--- config.mk ---
export PLATFORM = sky130hd
export DESIGN_NAME = if_stage
export DESIGN_NICKNAME = d
export VERILOG_FILES = /design/src/rtl/cpu_pkg.sv /design/src/rtl/if_id_reg.sv /design/src/rtl/if_stage.sv
export SDC_FILE = /design/constraint.sdc
export NUM_CORES = 1
export LEC_CHECK = 0
export BUFFER_PORTS_ARGS = -buffer_cell sky130_fd_sc_hd__buf_2
export CAP_MARGIN = 20
export CORE_UTILIZATION = 25
export DETAILED_ROUTE_END_ITERATION = 10
export GPL_TIMING_DRIVEN = 1
export SLEW_MARGIN = 20
export SYNTH_ARGS = -nofsm -noshare
export SYNTH_HDL_FRONTEND = slang
export SYNTH_HIERARCHICAL = 1
export SYNTH_SLANG_ARGS = --single-unit
--- constraint.sdc ---
create_clock -name clk -period 3.3 [get_ports clk]
set_clock_uncertainty 0.05 [all_clocks]
set_input_delay 0.66 -clock clk [delete_from_list [all_inputs] [get_ports clk]]
set_output_delay 0.66 -clock clk [all_outputs]
set_load 0.02 [all_outputs]
--- src/rtl/cpu_pkg.sv ---
// Shared definitions for the 5-stage RISC-V pipeline: next-PC select codes,
// the bubble instruction, fetch FSM states and opcodes used by the hazard unit.
package cpu_pkg;

  typedef enum logic [1:0] {
    NPC_PC4  = 2'b00,
    NPC_BR   = 2'b01,
    NPC_JAL  = 2'b10,
    NPC_JALR = 2'b11
  } npc_sel_t;

  typedef enum logic {
    RUN  = 1'b0,
    HALT = 1'b1
  } fetch_state_t;

  localparam logic [31:0] NOP_IS = 32'h0000_0013;

  localparam logic [6:0] OPC_LOAD   = 7'b000_0011;
  localparam logic [6:0] OPC_STORE  = 7'b010_0011;
  localparam logic [6:0] OPC_BRANCH = 7'b110_0011;
  localparam logic [6:0] OPC_JAL    = 7'b110_1111;
  localparam logic [6:0] OPC_JALR   = 7'b110_0111;
  localparam logic [6:0] OPC_OP     = 7'b011_0011;
  localparam logic [6:0] OPC_OP_IMM = 7'b001_0011;
  localparam logic [6:0] OPC_LUI    = 7'b011_0111;
  localparam logic [6:0] OPC_AUIPC  = 7'b001_0111;

  // Counters stick at all-ones rather than wrapping back to zero.
  function automatic logic [31:0] sat_inc(input logic [31:0] value);
    return (value == 32'hFFFF_FFFF) ? value : value + 32'd1;
  endfunction

endpackage

--- src/rtl/if_id_reg.sv ---
// Pipeline register carrying instruction, PC, PC+4 and valid between stages.
// clear loads a bubble and takes priority over en; reset state is also a bubble.
import cpu_pkg::*;

module if_id_reg (
  input  logic        clk,
  input  logic        rst,
  input  logic        en,
  input  logic        clear,
  input  logic [31:0] fetch_pc,
  input  logic [31:0] fetch_pc4,
  input  logic [31:0] fetch_is,
  input  logic        fetch_valid,
  output logic [31:0] id_pc,
  output logic [31:0] id_pc4,
  output logic [31:0] id_is,
  output logic        id_valid
);

  always_ff @(posedge clk) begin
    if (rst || clear) begin
      id_pc    <= 32'd0;
      id_pc4   <= 32'd4;
      id_is    <= NOP_IS;
      id_valid <= 1'b0;
    end else if (en) begin
      id_pc    <= fetch_pc;
      id_pc4   <= fetch_pc4;
      id_is    <= fetch_is;
      id_valid <= fetch_valid;
    end
  end

endmodule

--- src/rtl/if_stage.sv ---
// Instruction-fetch stage: PC register, next-PC mux, debug halt/step FSM and IF/ID.
// Define IF_PERF_CNT_EN to add saturating fetch/stall/flush counters.
import cpu_pkg::*;

module if_stage #(
  parameter logic [31:0] PC_RESET = 32'h0000_3000
) (
  input  logic        clk,
  input  logic        rst,
  input  logic        pc_en,
  input  logic        if_id_en,
  input  logic [1:0]  npc_mux_sel,
  input  logic [31:0] br_target,
  input  logic [31:0] jal_target,
  input  logic [31:0] jalr_target,
  input  logic        dbg_halt,
  input  logic        dbg_step,
  output logic [31:0] im_addr,
  input  logic [31:0] im_dout,
  output logic [31:0] if_pc,
  output logic [31:0] id_pc,
  output logic [31:0] id_pc4,
  output logic [31:0] id_is,
  output logic        id_valid,
  output logic        halted
`ifdef IF_PERF_CNT_EN
  ,
  output logic [31:0] fetch_cnt,
  output logic [31:0] stall_cnt,
  output logic [31:0] flush_cnt
`endif
);

  fetch_state_t state;
  logic [31:0]  pc;
  logic [31:0]  pc4;
  logic [31:0]  raw_target;
  logic [31:0]  redirect_pc;
  logic         redirect;
  logic         adv;
  logic         fetch;
  logic         stall;

  assign pc4      = pc + 32'd4;
  assign redirect = (npc_mux_sel != NPC_PC4);
  assign adv      = (state == RUN) || (state == HALT && dbg_step);
  assign fetch    = !redirect && adv && pc_en && if_id_en;
  assign stall    = !redirect && adv && !pc_en && !if_id_en;
  assign im_addr  = pc;
  assign if_pc    = pc;

  always_comb begin
    raw_target = pc4;
    unique case (npc_sel_t'(npc_mux_sel))
      NPC_BR:   raw_target = br_target;
      NPC_JAL:  raw_target = jal_target;
      NPC_JALR: raw_target = jalr_target & ~32'd1;
      default:  raw_target = pc4;
    endcase
    redirect_pc = {raw_target[31:2], 2'b00};
  end

  // A redirect comes from an instruction already in EX, so it beats stalls and halt.
  always_ff @(posedge clk) begin
    if (rst)
      pc <= PC_RESET;
    else if (redirect)
      pc <= redirect_pc;
    else if (fetch)
      pc <= pc4;
  end

  // The halt request is registered: the cycle that raises it still fetches.
  always_ff @(posedge clk) begin
    if (rst) begin
      state  <= RUN;
      halted <= 1'b0;
    end else begin
      unique case (state)
        RUN: if (dbg_halt) begin
          state  <= HALT;
          halted <= 1'b1;
        end
        HALT: if (!dbg_halt) begin
          state  <= RUN;
          halted <= 1'b0;
        end
        default: begin
          state  <= RUN;
          halted <= 1'b0;
        end
      endcase
    end
  end

  always_ff @(posedge clk) begin
    if (!rst)
      assert (pc_en || !if_id_en);
  end

  if_id_reg u_if_id (
    .clk         (clk),
    .rst         (rst),
    .en          (fetch),
    .clear       (redirect),
    .fetch_pc    (pc),
    .fetch_pc4   (pc4),
    .fetch_is    (im_dout),
    .fetch_valid (1'b1),
    .id_pc       (id_pc),
    .id_pc4      (id_pc4),
    .id_is       (id_is),
    .id_valid    (id_valid)
  );

`ifdef IF_PERF_CNT_EN
  always_ff @(posedge clk) begin
    if (rst) begin
      fetch_cnt <= 32'd0;
      stall_cnt <= 32'd0;
      flush_cnt <= 32'd0;
    end else begin
      if (fetch)    fetch_cnt <= sat_inc(fetch_cnt);
      if (stall)    stall_cnt <= sat_inc(stall_cnt);
      if (redirect) flush_cnt <= sat_inc(flush_cnt);
    end
  end
`endif

endmodule

==> qor.yml <==
run_status:
  outcome: "complete, no violations"
sta:
  setup_tns_ns: 0
  finalHoldViolCount: 0
  period_share: 0.7519
  max_freq_mhz: 403.0
  tightest_slew_ns: 0.6601
  rsz0062_at_grt: "false"
  slew_violations: 0
  max-slew-margin-rel: 0.5599
  setup_viol_count_final: 0
  finalCriticalPeriod_ns: 2.481
synth:
  ys_types: 50
  synth_top_area_share: 0.4022
  yosysWarnings: 6
  async_flop_share: 0
  yosysMostFrequentCell: "dfxtp_1"
  synth_enable_flop_cells: 0
  syn-instance-count: 679
  ys_top_cells_by_count: "dfxtp_1, nor2_1, mux2i_1, buf_4, xnor2_1"
  synth-seq-area-share: 0.4022
  syn_area_mm2: 0.006421
  ys_top_cells_by_area: "dfxtp_1, mux2i_1, nor2_1"
  yosysTopAreaCell: "dfxtp_1"
  synth_area_per_cell_um2: 9.457
  ys_seq_elements: 129
  ys.flop_type: "dfxtp_1"
clocking:
  cts_setup_buffers: 0
  clk_latency_ns: 0.41
  cts_buffer_depth: 2
  postCtsResizedCells: 0
  path_clk_slew_ns: 0.06
  cts.sinks: 129
  cts_tree: "yes"
  hold_buffers: 0
  cts_inserted_buffers: 17
  htreeDepth: 4
  root_buffer: "clkbuf_16"
placed_design:
  io_buffers: 287
  dpl.cell_count: 1237
  dpl_cell_area_mm2: 0.007893
  gp_congestion: 0.7757
  hpwlAfterDp_mm: 15.69
worst_hold_path:
  hold_path.class: "in2reg"
  min_to: "u_if_id/id_is[0]"
  holdPathStages: 3
  hp-start: "im_dout[0]"
layout:
  drive_gt1_frac: 0.3876
  area.growth.synth_to_final_pct: 31.55
  instances_no_fill: 1270
  nets: 1063
  final_area_mm2: 0.008447
power:
  p_leak_nw: 3.573
  p_per_area_mw_per_mm2: 470.3
  power_mw: 3.973
  vdd_drop_max_v: 0.0002067
die:
  io_pins: 298
  die_w_um: 162.3
  rows: 58
  fp.dieH_um: 162.3
  die_area_mm2: 0.02633
  initial_core_util: 0.2550
  core_area_mm2: 0.02518
critical_path:
  r2r_slack_ns: 0.82
  cp_data_required_time_ns: 3.61
  r2r_start: "if_pc[3]"
  critPathCaptureType: "flip-flop"
  critPathLaunchType: "flip-flop"
  rr_worst_depth: 7
  timing.rr.end: "u_if_id/id_pc4[30]"
  critPathKind: "reg2reg"
  cp_max_fo: 11
  critPathArrivalTime_ns: 2.79
drt:
  antenna_left: 0
  avgRoutedWirePerCell_um: 16.71
  drt-total-wl_mm: 21.22
  drcViolationCount: 0
  via_count: 5716
  drtPass1Iterations: 5
  viasPerCell: 4.501
  drt_iter0_markers: 234
global_route:
  grt_antenna_before_repair: 3
  grt_pass1_wl_mm: 31.14
  grt_max_degree: 60
  grt-ovfl-total: 0
  grt_pass1_vias: 5280
  grt_use_total: 0.1589
run:
  max-cap-violations: 0
-- cells by family (layout without fill, tap and decap cells) --
| logic type | Yosys count | in the layout | synth area share |
|---|---|---|---|
| and+or+nand+nor | 210 | 210 | 0.1553 |
| DFF | 129 | 129 | 0.4022 |
| muxes | 128 | 128 | 0.2069 |
| buffers and inverters | 86 | 339 | 0.09080 |
| AOI/OAI and AO/OA | 75 | 75 | 0.07619 |
| xor gates and xnor gates | 48 | 48 | 0.06547 |
| other | 2 | 10 | 0.001170 |
| adders and majority gates | 1 | 1 | 0.001948 |
-- worst max-delay path by stage --
| stage | startpoint | end | slack, ns |
|---|---|---|---|
| 2_1_floorplan | dbg_step | u_if_id/id_pc4[2] | 0.92 |
| 3_3_place_gp | dbg_step | u_if_id/id_pc4[2] | 0.65 |
| 3_5_place_dp | dbg_step | u_if_id/id_is[13] | 0.61 |
| 4_1_cts | if_pc[3] | u_if_id/id_pc4[30] | 0.81 |
| 5_1_grt | if_pc[3] | u_if_id/id_pc4[30] | 0.59 |
| 6_report | if_pc[3] | u_if_id/id_pc4[30] | 0.82 |
-- metrics by stage --
stage	worst slack (ns)	hold WS (ns)	util
6_report	0.8186	0.4093	0.3354
5_1_grt	0.5928	0.4013	0.3353
4_1_cts	0.8061	0.3836	0.3353
3_5_place_dp	0.6105	0.4081	0.3134
3_3_place_gp	0.6543	0.4014	0.3134
2_1_floorplan	0.9158	0.4353	-
-- registers in the layout (all words and copies together) (netlist names) --
name / count
u_if_id/id_is: 32
if_pc: 30
u_if_id/id_pc4: 32
u_if_id/id_pc: 32
halted: 1
u_if_id/id_valid: 1
state: 1
-- cell usage in the layout (no fill, tap or decap), types with 4 or more instances in the layout --
| cell | instances |
|---|---|
| dfxtp_1 | 129 |
| and2_1 | 5 |
| clkinv_4 | 4 |
| nor2_1 | 115 |
| o21ai_0 | 11 |
| buf_4 | 12 |
| o22ai_1 | 15 |
| nor3_1 | 5 |
| inv_6 | 4 |
| a22oi_1 | 15 |
| inv_1 | 4 |
| conb_1 | 9 |
| nor2b_1 | 4 |
| buf_2 | 287 |
| clkbuf_16 | 17 |
| a22o_1 | 6 |
| a21oi_1 | 15 |
| nand4_1 | 16 |
| xnor2_1 | 32 |
| nand2_1 | 30 |
| mux2i_1 | 108 |
| mux2_2 | 18 |
| xor2_1 | 16 |
| nand3_1 | 10 |
-- worst max-delay path, stage by stage, from the launching register on --
cell and delay, ns:
dfxtp_1 0.46, ha_1 0.30, and4_1 0.33, and4_1 0.55, nand3_1 0.18, xnor2_1 0.33, mux2i_1 0.13, nor2_1 0.09
-- final cells by class --
class	instances	area, um^2
inverter	5	18.77
clock buffer	17	425.4
timing repair buffer	302	1587
tap	330	412.9
fill	2613	16730
multi-input combinational	471	3292
antenna	1	2.502
sequential	129	2582
clock inverter	15	126.4
-- power breakdown --
group          switching, mW  internal, mW
Combinational          0.290         0.222
Sequential            0.0764          1.59
Clock                  0.808         0.985
Total                   1.17          2.80
-- layer usage --
layer | GRT usage | vias up | part of all wire
li1 | - | 2808 | -
met1 | 0.1960 | 2659 | 0.43
met2 | 0.2727 | 231 | 0.49
met3 | 0.04341 | 14 | 0.073
met4 | 0.03602 | 4 | 0.0065
met5 | 0 | - | 0.0013
(Power assumes the default switching activity.)
